===== src/rtl/div_unit_pkg.sv =====
// Shared definitions for the multi-cycle MIPS DIV/DIVU divider.
package div_unit_pkg;

  localparam int unsigned DIV_WIDTH = 32;
  localparam int unsigned DIV_CNT_W = 6;

  typedef enum logic [1:0] {
    IDLE = 2'b00,
    DIV  = 2'b01,
    DONE = 2'b10
  } state_t;

  // Counter value seen on the edge that performs the final restoring step.
  function automatic int unsigned last_iter(input int unsigned width);
    return width - 1;
  endfunction

endpackage


===== src/rtl/div_step.sv =====
// One restoring-division iteration on the {rem,quo} shift pair.
module div_step
  import div_unit_pkg::*;
#(
  parameter int unsigned WIDTH = DIV_WIDTH
) (
  input  logic [WIDTH-1:0] rem,
  input  logic [WIDTH-1:0] quo,
  input  logic [WIDTH-1:0] divisor,
  output logic [WIDTH-1:0] rem_next,
  output logic [WIDTH-1:0] quo_next
);

  logic [WIDTH:0] shifted;
  logic [WIDTH:0] diff;

  // One extra bit keeps the compare exact for unsigned divisors above 2^(WIDTH-1).
  always_comb begin
    shifted  = {rem, quo[WIDTH-1]};
    diff     = shifted - {1'b0, divisor};
    rem_next = shifted[WIDTH-1:0];
    quo_next = {quo[WIDTH-2:0], 1'b0};
    if (shifted >= {1'b0, divisor}) begin
      rem_next    = diff[WIDTH-1:0];
      quo_next[0] = 1'b1;
    end
  end

endmodule


===== src/rtl/div_unit.sv =====
// Multi-cycle signed/unsigned divider: quotient to lo, remainder to hi, with EX stall handshake.
module div_unit
  import div_unit_pkg::*;
#(
  parameter int unsigned WIDTH = DIV_WIDTH,
  parameter int unsigned CNT_W = DIV_CNT_W
) (
  input  logic             clk,
  input  logic             rst,
  input  logic             start,
  input  logic             signed_div,
  input  logic [WIDTH-1:0] a,
  input  logic [WIDTH-1:0] b,
  input  logic             annul,
  output logic             stall,
  output logic             busy,
  output logic             ready,
  output logic [WIDTH-1:0] hi,
  output logic [WIDTH-1:0] lo
);

  localparam logic [CNT_W-1:0] LAST_CNT = CNT_W'(last_iter(WIDTH));

  state_t           state;
  state_t           state_next;
  logic             accept;
  logic [CNT_W-1:0] cnt;
  logic [WIDTH-1:0] rem;
  logic [WIDTH-1:0] quo;
  logic [WIDTH-1:0] dvsr;
  logic             neg_quo;
  logic             neg_rem;
  logic [WIDTH-1:0] rem_step;
  logic [WIDTH-1:0] quo_step;
  logic [WIDTH-1:0] abs_a;
  logic [WIDTH-1:0] abs_b;
  logic [WIDTH-1:0] fix_hi;
  logic [WIDTH-1:0] fix_lo;
  logic [WIDTH-1:0] hold_hi;
  logic [WIDTH-1:0] hold_lo;

  div_step #(.WIDTH(WIDTH)) u_step (
    .rem      (rem),
    .quo      (quo),
    .divisor  (dvsr),
    .rem_next (rem_step),
    .quo_next (quo_step)
  );

  // Two's-complement magnitudes; the most negative value maps to its unsigned magnitude.
  assign abs_a  = (signed_div && a[WIDTH-1]) ? (~a + WIDTH'(1)) : a;
  assign abs_b  = (signed_div && b[WIDTH-1]) ? (~b + WIDTH'(1)) : b;
  assign fix_lo = neg_quo ? (~quo + WIDTH'(1)) : quo;
  assign fix_hi = neg_rem ? (~rem + WIDTH'(1)) : rem;

  always_ff @(posedge clk or posedge rst) begin
    if (rst) begin
      state <= IDLE;
    end else begin
      state <= state_next;
    end
  end

  always_comb begin
    state_next = state;
    accept     = 1'b0;
    stall      = 1'b0;
    busy       = 1'b0;
    ready      = 1'b0;
    case (state)
      IDLE: begin
        if (start && !annul) begin
          accept     = 1'b1;
          stall      = 1'b1;
          state_next = DIV;
        end
      end
      DIV: begin
        stall = 1'b1;
        busy  = 1'b1;
        if (annul) begin
          state_next = IDLE;
        end else if (cnt == LAST_CNT) begin
          state_next = DONE;
        end
      end
      DONE: begin
        busy       = 1'b1;
        ready      = !annul;
        state_next = IDLE;
      end
      default: state_next = IDLE;
    endcase
  end

  // Result is visible during the ready cycle and committed to the hold registers on its edge.
  assign hi = ready ? fix_hi : hold_hi;
  assign lo = ready ? fix_lo : hold_lo;

  always_ff @(posedge clk or posedge rst) begin
    if (rst) begin
      cnt     <= '0;
      rem     <= '0;
      quo     <= '0;
      dvsr    <= '0;
      neg_quo <= 1'b0;
      neg_rem <= 1'b0;
      hold_hi <= '0;
      hold_lo <= '0;
    end else begin
      case (state)
        IDLE: begin
          if (accept) begin
            cnt     <= '0;
            rem     <= '0;
            quo     <= abs_a;
            dvsr    <= abs_b;
            neg_quo <= signed_div & (a[WIDTH-1] ^ b[WIDTH-1]);
            neg_rem <= signed_div & a[WIDTH-1];
          end
        end
        DIV: begin
          rem <= rem_step;
          quo <= quo_step;
          cnt <= cnt + CNT_W'(1);
        end
        DONE: begin
          if (!annul) begin
            hold_hi <= fix_hi;
            hold_lo <= fix_lo;
          end
        end
        default: ;
      endcase
    end
  end

endmodule


===== config.mk =====
export PLATFORM = sky130hd
export DESIGN_NAME = div_unit
export DESIGN_NICKNAME = d
export VERILOG_FILES = /design/src/rtl/div_unit_pkg.sv /design/src/rtl/div_step.sv /design/src/rtl/div_unit.sv
export SDC_FILE = /design/constraint.sdc
export NUM_CORES = 1
export LEC_CHECK = 0
export ABC_AREA = 1
export CELL_PAD_IN_SITES_DETAIL_PLACEMENT = 0
export CELL_PAD_IN_SITES_GLOBAL_PLACEMENT = 1
export CORE_AREA = 2 2 185 187
export DETAILED_ROUTE_END_ITERATION = 10
export DIE_AREA = 0 0 187 189
export PLACE_DENSITY_LB_ADDON = 0.05
export REMOVE_ABC_BUFFERS = 1
export SYNTH_ARGS = -nofsm -noshare
export SYNTH_HDL_FRONTEND = slang
export SYNTH_SLANG_ARGS = --single-unit
export TNS_END_PERCENT = 20

===== constraint.sdc =====
create_clock -name clk -period 6.2 [get_ports clk]
set_clock_uncertainty 0.15 [all_clocks]
set_input_delay 0.62 -clock clk [delete_from_list [all_inputs] [get_ports clk]]
set_output_delay 0.62 -clock clk [all_outputs]
set_load 0.05 [all_outputs]

# --- Word-level counts from Yosys, hierarchy flattened ---
# Cells that the tools add are included.
classes:
  reduce_logical: 11
  order_cmp: 1
  n_mux: 23
  add_sub_neg: 6
  n_eq_ne: 6
  bitwise_logic: 8
op_table:
  columns: ["cell", "count"]
  rows:
  - ["$mux 32", 9]
  - ["$add 32x1->32 const B", 4]
  - ["$not 32->32", 4]
  - ["$pmux 32 s2", 2]
  - ["$ge 33x32->1", 1]
  - ["$sub 32x32->32", 1]
  - ["$pmux 6 s2", 1]
  - ["$reduce_and 2->1", 4]
  - ["$add 6x1->6 const B", 1]
  - ["$eq 6x5->1 const B", 1]
  - ["$mux 2", 3]
  - ["$mux 6", 1]
  - ["$mux 1", 5]
  - ["$ne 2x2->1 const B", 2]
  - ["$pmux 2 s2", 1]
  - ["$logic_and 1x1->1", 3]
  - ["$ne 3x3->1 const B", 1]
  - ["$and 1x1->1", 2]
  - ["$eq 2x1->1 const B", 1]
  - ["$eq 2x2->1 const B", 1]
  - ["$logic_not 2->1", 1]
  - ["$pmux 1 s2", 1]
  - ["$reduce_bool 2->1", 1]
  - ["$reduce_or 2->1", 1]
  - ["3 further kinds", 3]
word_totals:
  inputBits: 69
  regBits: 170
  out_inout_bits: 67

# --- Logic depth before layout (Yosys ltp) ---
# Gate-level depths: netlist of run 1.
depth:
  ltp_word: 6
  depth_mapped: 17
  ltp_nobuf: 16

# --- Cells and area by module ---
# A second synthesis of run 1 with hierarchy kept.
unflattened:
  hier_cells: 2229
  area_unflattened_um2: 13893.3
modules_own_cells:
  columns: ["module", "instances", "area_each_um2", "cells_each", "seq_area_each_um2"]
  rows:
  - ["div_unit", 1, 10448.8, 1543, 4254.1]
  - ["div_step", 1, 3444.6, 686, 0.0]

# --- Least setup slack after synthesis of run 1 ---
# No wires, ideal clock.
synth_timing:
  path_type: "register -> output"
  from: "register rem[0]"
  to: "output hi[22]"
  stages_incl_launch_ff: 11
  setup_slack_ps: 2924
  arrival_ps: 2506
  path_cell_list: "dfrtp_1 > inv_1 > ha_1 > nand3_1 > inv_1 > nand2_1 > nor2_1 > nand2_1 > nand2_1 > nor2_1 > o31ai_1"
synth_via:
  elab_chain_cells: 4
synth_rtl:
  columns: ["item", "line", "rtl"]
  rows:
  - ["from (decl)", "div_unit.sv:28", "logic [WIDTH-1:0] rem;"]
  - ["from (signal assigned)", "div_unit.sv:123", "rem <= rem_step;"]
  - ["$not 32->32", "div_unit.sv:54", "assign fix_hi = neg_rem ? (~rem + WIDTH'(1)) : rem;"]
  - ["$add 32x1->32", "div_unit.sv:54", null]
  - ["$mux 32", "div_unit.sv:54", null]
  - ["$mux 32", "div_unit.sv:97", "assign hi = ready ? fix_hi : hold_hi;"]
  - ["to (decl)", "div_unit.sv:18", "output logic [WIDTH-1:0] hi,"]
# Every way passes these cells.

# --- Worst setup path in the final report of run 1 ---
layout_timing:
  from: "register quo[0]"
  to: "output lo[18]"
layout_via:
  elab_chain_cells: 4
layout_rtl:
  columns: ["item", "line", "rtl"]
  rows:
  - ["from (decl)", "div_unit.sv:29", "logic [WIDTH-1:0] quo;"]
  - ["from (signal assigned)", "div_unit.sv:116", "quo <= abs_a;"]
  - ["from (signal assigned)", "div_unit.sv:124", "quo <= quo_step;"]
  - ["$not 32->32", "div_unit.sv:53", "assign fix_lo = neg_quo ? (~quo + WIDTH'(1)) : quo;"]
  - ["$add 32x1->32", "div_unit.sv:53", null]
  - ["$mux 32", "div_unit.sv:53", null]
  - ["$mux 32", "div_unit.sv:98", "assign lo = ready ? fix_lo : hold_lo;"]
  - ["to (decl)", "div_unit.sv:19", "output logic [WIDTH-1:0] lo"]
# Every way passes these cells.

==> impl_metrics.yaml, run 1 <==
clocking:
  cts.htree.levels: 4
  cts_tree: "built"
  post-cts-setup-buffers: 0
  clk_pin_slew_ns: 0.07
  ctsResizeCount: 0
  cts_root_buffer: "clkbuf_16"
  cts_buffers: 17
  clock_latency_ns: 0.45
  cts_sinks: 170
  hold_buffers: 0
  clk_path_buf_depth: 2
place:
  port_buffers: 135
  dp_hpwl_um: 32100
  gp_congestion: 0.916
  dpl-instance-area_mm2: 0.0149
synth:
  synth.cell_area_mm2: 0.0131
  synthArstFlopShare_pct: 100
  synth_fa_ha_area_share_pct: 3.96
  synth_common_cells: "637 x nand2_1, 299 x inv_1, 214 x nand3_1, 183 x nor2_1, 170 x dfrtp_1"
  yosysSeqAreaShare_pct: 32.4
  synth-main-ff-cell: "dfrtp_1"
  synth_xor_area_share_pct: 4.80
  synth_edf_count: 0
  ys_top_cells_by_area: "dfrtp_1 32%, nand2_1 18%, inv_1 8.5%, nand3_1 8.2%, nor2_1 5.2%"
  synth.most_common_cell: "nand2_1"
  netlist.area_leader.share_pct: 32.4
  synth_compound_area_share_pct: 11.3
  synth_top_family_by_area: "simple AND/OR/NAND/NOR gates"
  synth_area_leader_cell: "dfrtp_1"
  synth-simple-area-share_pct: 36.5
  yosys_warnings: 0
  ys_ff_latch: 170
  synthMuxAreaShare_pct: 0
  syn_inst: 2060
  synth_cell_types: 45
  synth_area_per_cell_um2: 6.38
drt:
  maxUsedRoutingLayer: "met4"
  avgViaCountPerCell: 4.99
  wl_met3_um: 1910
  drtIter0Drc: 875
  dr.pass1.iters: 6
  routedWlPerCell_um: 15.8
  route.layer.met1.wl_um: 22300
  wl_met2_um: 16400
  routed-via-count: 13081
  ant_nets: 0
  finalWirelength_um: 41400
  post-route-drc-count: 0
critical_path:
  cp_max_fo: 6
  crit_path_end_kind: "output port"
  cp.arrival_ns: 3.61
  cp.required_ns: 5.43
  path_class: "reg2out"
  startpoint_type: "flop"
power_and_ir_drop:
  peakVddDrop_uv: 397
  p_leak_uw: 0.00784
  powerDensity_mw_per_mm2: 514
timing:
  fin_setup_tns_ns: 0
  min_period_ns: 4.38
  fmax_mhz: 228
  rsz0062_at_grt: "no"
  setup_viol: 0
  hold_viol: 0
  slew_viol_final: 0
  slew_headroom_pct: 27.9
  fin_crit_sh_pct: 70.7
  worst_pin_slew_ns: 1.08
floorplanning:
  rows: 67
  ioPinCount: 136
  die-area_mm2: 0.0353
  design.core.area_mm2: 0.0333
  die_y_um: 189
  initial_core_util_pct: 39.5
  die_x_um: 187
cells_and_area:
  antenna_cells: 0
  fin_area_mm2: 0.0154
  area_growth_pct: 17.6
  fillers: 3627
  final_layout_size_suffix_gt1_share_pct: 3.68
  fin_nets: 2271
run:
  max-cap-violations: 0
global_route:
  overflow: 0
  grt_use_total_pct: 23.9
  antenna_found_initial: 0
  grt_max_degree: 86
  grt_pass1_wl_um: 66800
  grt_pass1_vias: 12310
status:
  status: "finished clean"
hold_path:
  min_path_type: "reg2reg"
[layout make-up]
| cell class | count | area, µm² | share of cell area [%] |
|---|---|---|---|
| inverters | 306 | 1150 | 7.47 |
| well taps | 448 | 561 | 3.63 |
| multi-input cells | 1518 | 7450 | 48.2 |
| clock buffers | 22 | 464 | 3.01 |
| repair buffers | 148 | 1450 | 9.38 |
| clock inverters | 10 | 118 | 0.761 |
| flip-flops and latches | 170 | 4250 | 27.5 |
[final timing paths]
kind / from / slack, ns / to / cells past startpoint
max: quo[0] / 1.82 / lo[18] / 11
min: hold_lo[30] / 0.33 / hold_lo[30] / 2
max reg2reg: state[0] / 2.30 / cnt[4] / 14
min reg2reg: hold_lo[30] / 0.33 / hold_lo[30] / 2
max in group asynchronous: rst / 4.14 / hold_hi[18] / 3
min in group asynchronous: rst / 0.53 / hold_hi[5] / 2
[layout by cell type (no fill, tap or decap), types with 13 or more instances in the layout]
master	netlist	layout
nor3_1	14	14
ha_1	40	40
o21ai_0	131	131
clkdlybuf4s50_1	0	135
clkbuf_16	0	17
nand2_1	637	636
buf_4	0	13
inv_1	299	298
o21ai_1	13	13
nand3_1	214	214
dfrtp_1	170	170
xor2_1	52	52
nand4_1	33	33
xnor2_1	20	20
a21oi_1	86	86
nor2_1	183	182
[cells by family (layout without fill, tap and decap cells)]
family	after synthesis	count (layout)
AO/OA/AOI/OAI	277	277
adder cells (fa/ha/maj)	41	41
flip-flops	170	170
XOR/XNOR	72	72
buffers and inverters	372	486
AND/OR/NAND/NOR	1128	1128
[flip-flops by register name (all words and copies together), names as in the netlist]
name,count
neg_quo,1
dvsr,32
state,2
neg_rem,1
hold_lo,32
hold_hi,32
quo,32
cnt,6
rem,32
[where the power goes]
part / internal, µW / switching (µW) / total [µW]
Clock: 615 / 467 / 1080
Sequential: 1560 / 288 / 1850
Combinational: 1540 / 3480 / 5010
[worst max-delay path, cell delays in order, from the launching register on]
cell and delay, ns:
dfrtp_1 0.36, inv_1 0.16, ha_1 0.21, nand3_1 0.17
nor3_1 0.53, nand4_1 0.32, inv_1 0.15, nand2_1 0.11
nand2_1 0.07, nand2_1 0.05, a31oi_1 0.17, clkdlybuf4s50_1 0.85
[layer usage]
metal | up-vias | GRT usage [%]
li1 | 6770 | -
met1 | 5955 | 37.5
met2 | 322 | 33.8
met3 | 34 | 3.15
met4 | 0 | 6.65
met5 | - | 0
[metrics by stage]
stage	instances	hold slack, ns	total power [µW]	setup slack (ns)	utilization [%]
floorplan	1994	0.299	5290	0.710	-
global placement	2590	0.308	6840	1.88	44.7
detailed placement	2590	0.311	6860	1.80	44.7
CTS	2622	0.329	7970	1.80	46.4
global route	2622	0.352	8630	1.53	46.4
finish	2622	0.325	7940	1.82	46.4
(Power assumes the default switching activity.)
==> inputs of run 2 (changes only) <==
- clock period: 6.2 -> 4.2 ns (I/O delays scaled with it)
==> run 2 against run 1 <==
  * Worst hold slack worse by 0.17 ns
  * Register-to-register slack worse by 0.96 ns
  * First-iteration DRC count up 20%
  * Setup slack worse by 1.5 ns
  * Sequential cell count unchanged
  * Sequential power up 49%
  * Utilization up 0.40 points
  * Count of clock-buffer cells in the layout down 1
  * Cell area up 0.86%
  * Via count up 1.5%
  * Non-clock buffer count up 10
  * Critical path type unchanged
  * Critical endpoint is now lo[15]
  * Largest cell class unchanged
==> impl_metrics.yaml, run 2 (synthesis results as in run 1) <==
status:
  status: "finished clean"
global_route:
  grt_pass1_vias: 12015
  overflow: 0
  busiest_layer: "met1"
  antenna_found_initial: 0
  grt_use_total_pct: 23.8
  grt_pass1_wl_um: 66100
  met1_usage_pct: 37.7
  gr-usage-met2_pct: 33.6
  grt_max_degree: 63
  met3_usage_pct: 3.48
clocking:
  cts_sinks: 170
  cts.htree.levels: 4
  hold_buffers: 0
  clk_pin_slew_ns: 0.07
  cts_root_buffer: "clkbuf_16"
  ctsResizeCount: 0
  clock_latency_ns: 0.46
  cts_tree: "built"
  cts_buffers: 17
  clk_path_buf_depth: 2
  post-cts-setup-buffers: 0
cells_and_area:
  layout_commonest_cell: "nand2_1"
  antenna_cells: 0
  fin_nets: 2281
  fin_cells: 2631
  area_growth_pct: 18.6
  most-common-layout-cells: "636 x nand2_1, 298 x inv_1, 214 x nand3_1"
  final_util_pct: 46.8
  final_layout_size_suffix_gt1_share_pct: 5.73
drt:
  finalWirelength_um: 41900
  ant_nets: 0
  routedWlPerCell_um: 15.9
  avgViaCountPerCell: 5.05
  drtIter0Drc: 1054
  post-route-drc-count: 0
  routed-via-count: 13281
  dr.pass1.iters: 5
timing:
  worst_pin_slew_ns: 1.13
  slew_headroom_pct: 24.7
  fin_crit_sh_pct: 91.9
  fmax_mhz: 259
  rsz0062_at_grt: "no"
  fin_setup_tns_ns: 0
  hold_viol: 0
  setup_viol: 0
  slew_viol_final: 0
  min_period_ns: 3.86
floorplanning:
  die_x_um: 187
  die_y_um: 189
  ioPinCount: 136
  initial_core_util_pct: 39.5
  die-area_mm2: 0.0353
  rows: 67
  design.core.area_mm2: 0.0333
critical_path:
  crit_path_end_kind: "output port"
  startpoint_type: "flop"
  cp.required_ns: 3.63
  cp.arrival_ns: 3.29
  path_class: "reg2out"
  cp_max_fo: 5
place:
  port_buffers: 135
  gp_congestion: 0.911
  dp.cells: 2600
  dp_hpwl_um: 32700
power_and_ir_drop:
  p_leak_uw: 0.00799
  power_uw: 11900
  powerDensity_mw_per_mm2: 761
  peakVddDrop_uv: 420
hold_path:
  min_path_type: "in2async"
run:
  max-cap-violations: 0
==> run 2: changes by cell type in the layout (fill, tap and decap cells not counted), moves of 2 or more <==
cell,before,now
clkinvlp_4,4,2
buf_12,0,14
inv_6,2,5
bufinv_16,2,0
clkbuf_1,3,1
clkdlybuf4s50_1,135,101
buf_4,13,43
==> run 2: per-layer routing <==
layer / vias up / part of all wire, %
li1: 6784 / -
met1: 6080 / 53
met2: 383 / 40
met3: 34 / 5.4
met4: 0 / 1.5
met5: - / 0
==> run 2: cell type report <==
type / instances / area (µm²)
clock inverter: 10 / 83.8
clock buffer: 21 / 470
inverter: 306 / 1150
multi-input combinational: 1518 / 7440
tap: 448 / 561
fill: 3528 / 17700
timing repair buffer: 158 / 1610
sequential: 170 / 4250
==> run 2: worst paths after layout <==
path                                to  slack [ns]  cells past startpoint        start
setup / recovery                lo[15]        0.34                      8      quo[13]
hold / removal              hold_hi[0]        0.16                      2          rst
setup reg to reg                rem[0]        1.34                     12      rem[28]
hold reg to reg            hold_lo[31]        0.33                      2  hold_lo[31]
max in group asynchronous     dvsr[31]        2.84                      3          rst
min in group clk           hold_lo[31]        0.33                      2  hold_lo[31]
==> run 2: worst max-delay path, cell delays in order, from the launching register on <==
cell             delay, ns
dfrtp_1               0.42
nor2_1                0.25
nand3_1               0.10
nor2_1                0.37
nand2_1               0.14
nand2_1               0.08
nor2_1                0.04
o31ai_1               0.50
clkdlybuf4s50_1       0.91
==> run 2: metrics by stage <==
| step | hold WS (ns) | area [µm²] | setup slack, ns |
|---|---|---|---|
| 5_1_grt | 0.187 | 15600 | 0.174 |
| 4_1_cts | 0.163 | 15600 | 0.359 |
| 3_3_place_gp | 0.314 | 15000 | 0.854 |
| 3_5_place_dp | 0.315 | 15000 | 0.796 |
| 2_1_floorplan | 0.299 | 12800 | -1.02 |
| 6_report | 0.158 | 15600 | 0.340 |
==> run 2: power breakdown <==
group | switching, µW | internal [µW] | leakage [µW] | total (µW)
clock | 726 | 812 | 0.000269 | 1540
combinational | 5160 | 2420 | 0.00556 | 7570
sequential | 454 | 2300 | 0.00216 | 2750
==> inputs of run 3 (changes only) <==
- CORE_AREA: 2 2 185 187 -> 2 2 190 192
- DIE_AREA: 0 0 187 189 -> 0 0 192 194
- SYNTH_HIERARCHICAL: unset -> 1
==> run 3 against run 2 <==
  * Global-route usage up 1.9 points
  * Maximum frequency rose by 7.6%
  * Cell area up 1.8%
  * Synthesized cell count increased by 8.2%
  * Critical path type unchanged
  * Via count rose by 5.2%
  * Utilization is 1.8 points lower
  * Critical endpoint is now lo[12]
  * Cell count rose by 5.2%
==> impl_metrics.yaml, run 3 <==
status:
  status: "finished clean"
floorplanning:
  design.core.area_mm2: 0.0352
  die_y_um: 194
  initial_core_util_pct: 39.4
  die-area_mm2: 0.0372
  rows: 69
  die_x_um: 192
  ioPinCount: 136
place:
  port_buffers: 135
  dp_slack_ns: 1.09
  dp_hpwl_um: 36500
  dpl-instance-area_mm2: 0.0153
  gp_congestion: 0.886
synth:
  synth_cell_types: 43
  synth-main-ff-cell: "dfrtp_1"
  synth.cell_area_mm2: 0.0139
  synth.most_common_cell: "nand2_1"
  yosys_warnings: 6
  synth_common_cells: "769 x nand2_1, 281 x inv_1, 267 x nand3_1, 232 x nor2_1, 170 x dfrtp_1"
  synth_edf_count: 0
  yosysSeqAreaShare_pct: 30.6
  netlist.area_leader.share_pct: 30.6
  synth_area_per_cell_um2: 6.23
  ys_top_cells_by_area: "dfrtp_1 31%, nand2_1 21%, nand3_1 9.6%, inv_1 7.6%, nor2_1 6.3%"
  ys_ff_latch: 170
  synth_area_leader_cell: "dfrtp_1"
  syn_inst: 2229
  synthArstFlopShare_pct: 100
timing:
  worst_pin_slew_ns: 0.802
  hold_viol: 0
  slew_viol_final: 0
  setup_viol: 0
  slew_headroom_pct: 46.5
  fmax_mhz: 279
  fin_crit_sh_pct: 85.4
  rsz0062_at_grt: "no"
  timing.final.ws_setup_ns: 0.612
  min_period_ns: 3.59
clocking:
  clock_latency_ns: 0.45
  ctsResizeCount: 0
  cts_sinks: 170
  cts.htree.levels: 4
  cts_root_buffer: "clkbuf_16"
  post-cts-setup-buffers: 0
  clk_pin_slew_ns: 0.07
  clk_path_buf_depth: 2
  cts_tree: "built"
  hold_buffers: 0
  cts_buffers: 17
run:
  max-cap-violations: 0
critical_path:
  cp-startpoint: "quo[0]"
  path_class: "reg2out"
  cp.required_ns: 3.63
  slowest_delay_ns: 0.86
  cpMostUsedCell: "nand2_1"
  crit_path_end_kind: "output port"
  startpoint_type: "flop"
  worst_path_max_delay_cell: "clkdlybuf4s50_1"
  cp_max_fo: 5
  rr_startpoint: "rem[1]"
  cp.arrival_ns: 3.02
  cp_cell_sequence: "inv_1 -> ha_1 -> nand2_1 -> nor2_2 -> nand2_1 -> nand2_1 -> xor2_1 -> o21ai_0 -> clkdlybuf4s50_1"
drt:
  ant_nets: 0
  finalWirelength_um: 46700
  dr.pass1.iters: 6
  routedWlPerCell_um: 16.9
  drtIter0Drc: 984
  avgViaCountPerCell: 5.04
  post-route-drc-count: 0
  routed-via-count: 13969
global_route:
  busiest_layer: "met2"
  grt_max_degree: 88
  gr-usage-met2_pct: 39.6
  antenna_found_initial: 0
  overflow: 0
  met1_usage_pct: 38.0
  grt_pass1_wl_um: 74100
  met3_usage_pct: 3.19
  grt_use_total_pct: 25.7
  grt_pass1_vias: 13434
power_and_ir_drop:
  p_leak_uw: 0.00831
  powerDensity_mw_per_mm2: 898
  peakVddDrop_uv: 679
cells_and_area:
  fin_area_mm2: 0.0159
  layout_commonest_cell: "nand2_1"
  area_growth_pct: 14.2
  register_area_mm2: 0.00425
  antenna_cells: 0
  multi_input_area_mm2: 0.00795
  fillers: 3882
  final_layout_size_suffix_gt1_share_pct: 6.37
  most-common-layout-cells: "768 x nand2_1, 280 x inv_1, 267 x nand3_1"
  fin_nets: 2406
hold_path:
  min_path_type: "in2async"
==> run 3: changes by cell type after synthesis, moves of 11 or more <==
| cell | before | now |
|---|---|---|
| nand2_1 | 637 | 769 |
| nand3_1 | 214 | 267 |
| nor2_1 | 183 | 232 |
| buf_4 | 0 | 32 |
| a21oi_1 | 86 | 60 |
| clkbuf_1 | 49 | 28 |
| buf_2 | 9 | 29 |
| inv_1 | 299 | 281 |
| o21ai_0 | 131 | 113 |
| xnor2_1 | 20 | 3 |
| nand4_1 | 33 | 20 |
| nand3_2 | 7 | 18 |
==> run 3: worst paths after layout <==
kind / cells past startpoint / end / slack (ns)
min in group clk: 2 / hold_hi[24] / 0.33
max in group asynchronous: 3 / quo[10] / 2.66
setup reg to reg: 13 / rem[23] / 1.26
setup / recovery: 9 / lo[12] / 0.61
hold / removal: 2 / hold_lo[28] / 0.30
hold reg to reg: 2 / hold_hi[24] / 0.33
==> run 3: cell type report <==
class,count,area share (%)
Multi-Input combinational cell,1670,50.1
Clock buffer,21,2.97
Inverter,289,6.87
Sequential cell,170,26.8
Tap cell,461,3.64
Timing Repair Buffer,148,8.87
Clock inverter,10,0.749
==> run 3: critical path, delay by kind of cell, from the launching register on <==
kind	cells	cell delay, ns
flip-flops	1	0.38
buffers and inverters	2	1.00
adder cells (fa/ha/maj)	1	0.24
XOR/XNOR	1	0.11
AND/OR/NAND/NOR	4	0.56
AO/OA/AOI/OAI	1	0.28
==> run 3: cell families (layout without fill, tap and decap cells) <==
family	count (synthesis)	count (layout)	synth area share [%]
buf+inv	389	468	12.2
compound gates	208	208	7.94
simple gates	1374	1374	42.5
flops	170	170	30.6
xor+xnor	47	47	2.96
fa+ha+maj	41	41	3.75
==> run 3: where the power goes <==
| part | switching (µW) | internal, µW | total [µW] |
|---|---|---|---|
| logic | 6720 | 2900 | 9620 |
| clock network | 715 | 921 | 1640 |
| registers | 614 | 2370 | 2980 |
| total | 8050 | 6190 | 14200 |
==> run 3: metrics by stage <==
| stage | util (%) | cells | hold slack (ns) | power, µW | TNS [ns] |
|---|---|---|---|---|---|
| final | 45.0 | 2769 | 0.299 | 14200 | 0 |
| after floorplan | - | 2129 | 0.299 | 9540 | -194.09 |
| after CTS | 45.0 | 2769 | 0.331 | 14300 | 0 |
| after detailed placement | 43.4 | 2738 | 0.314 | 12600 | 0 |
| after global placement | 43.4 | 2738 | 0.315 | 12500 | 0 |
| after global routing | 45.0 | 2769 | 0.350 | 15500 | 0 |
==> run 3: per-layer routing <==
metal	part of all wire, %	vias up
met5	0	-
met4	1.7	0
met3	4.3	48
met2	44	286
met1	50	6501
li1	-	7134
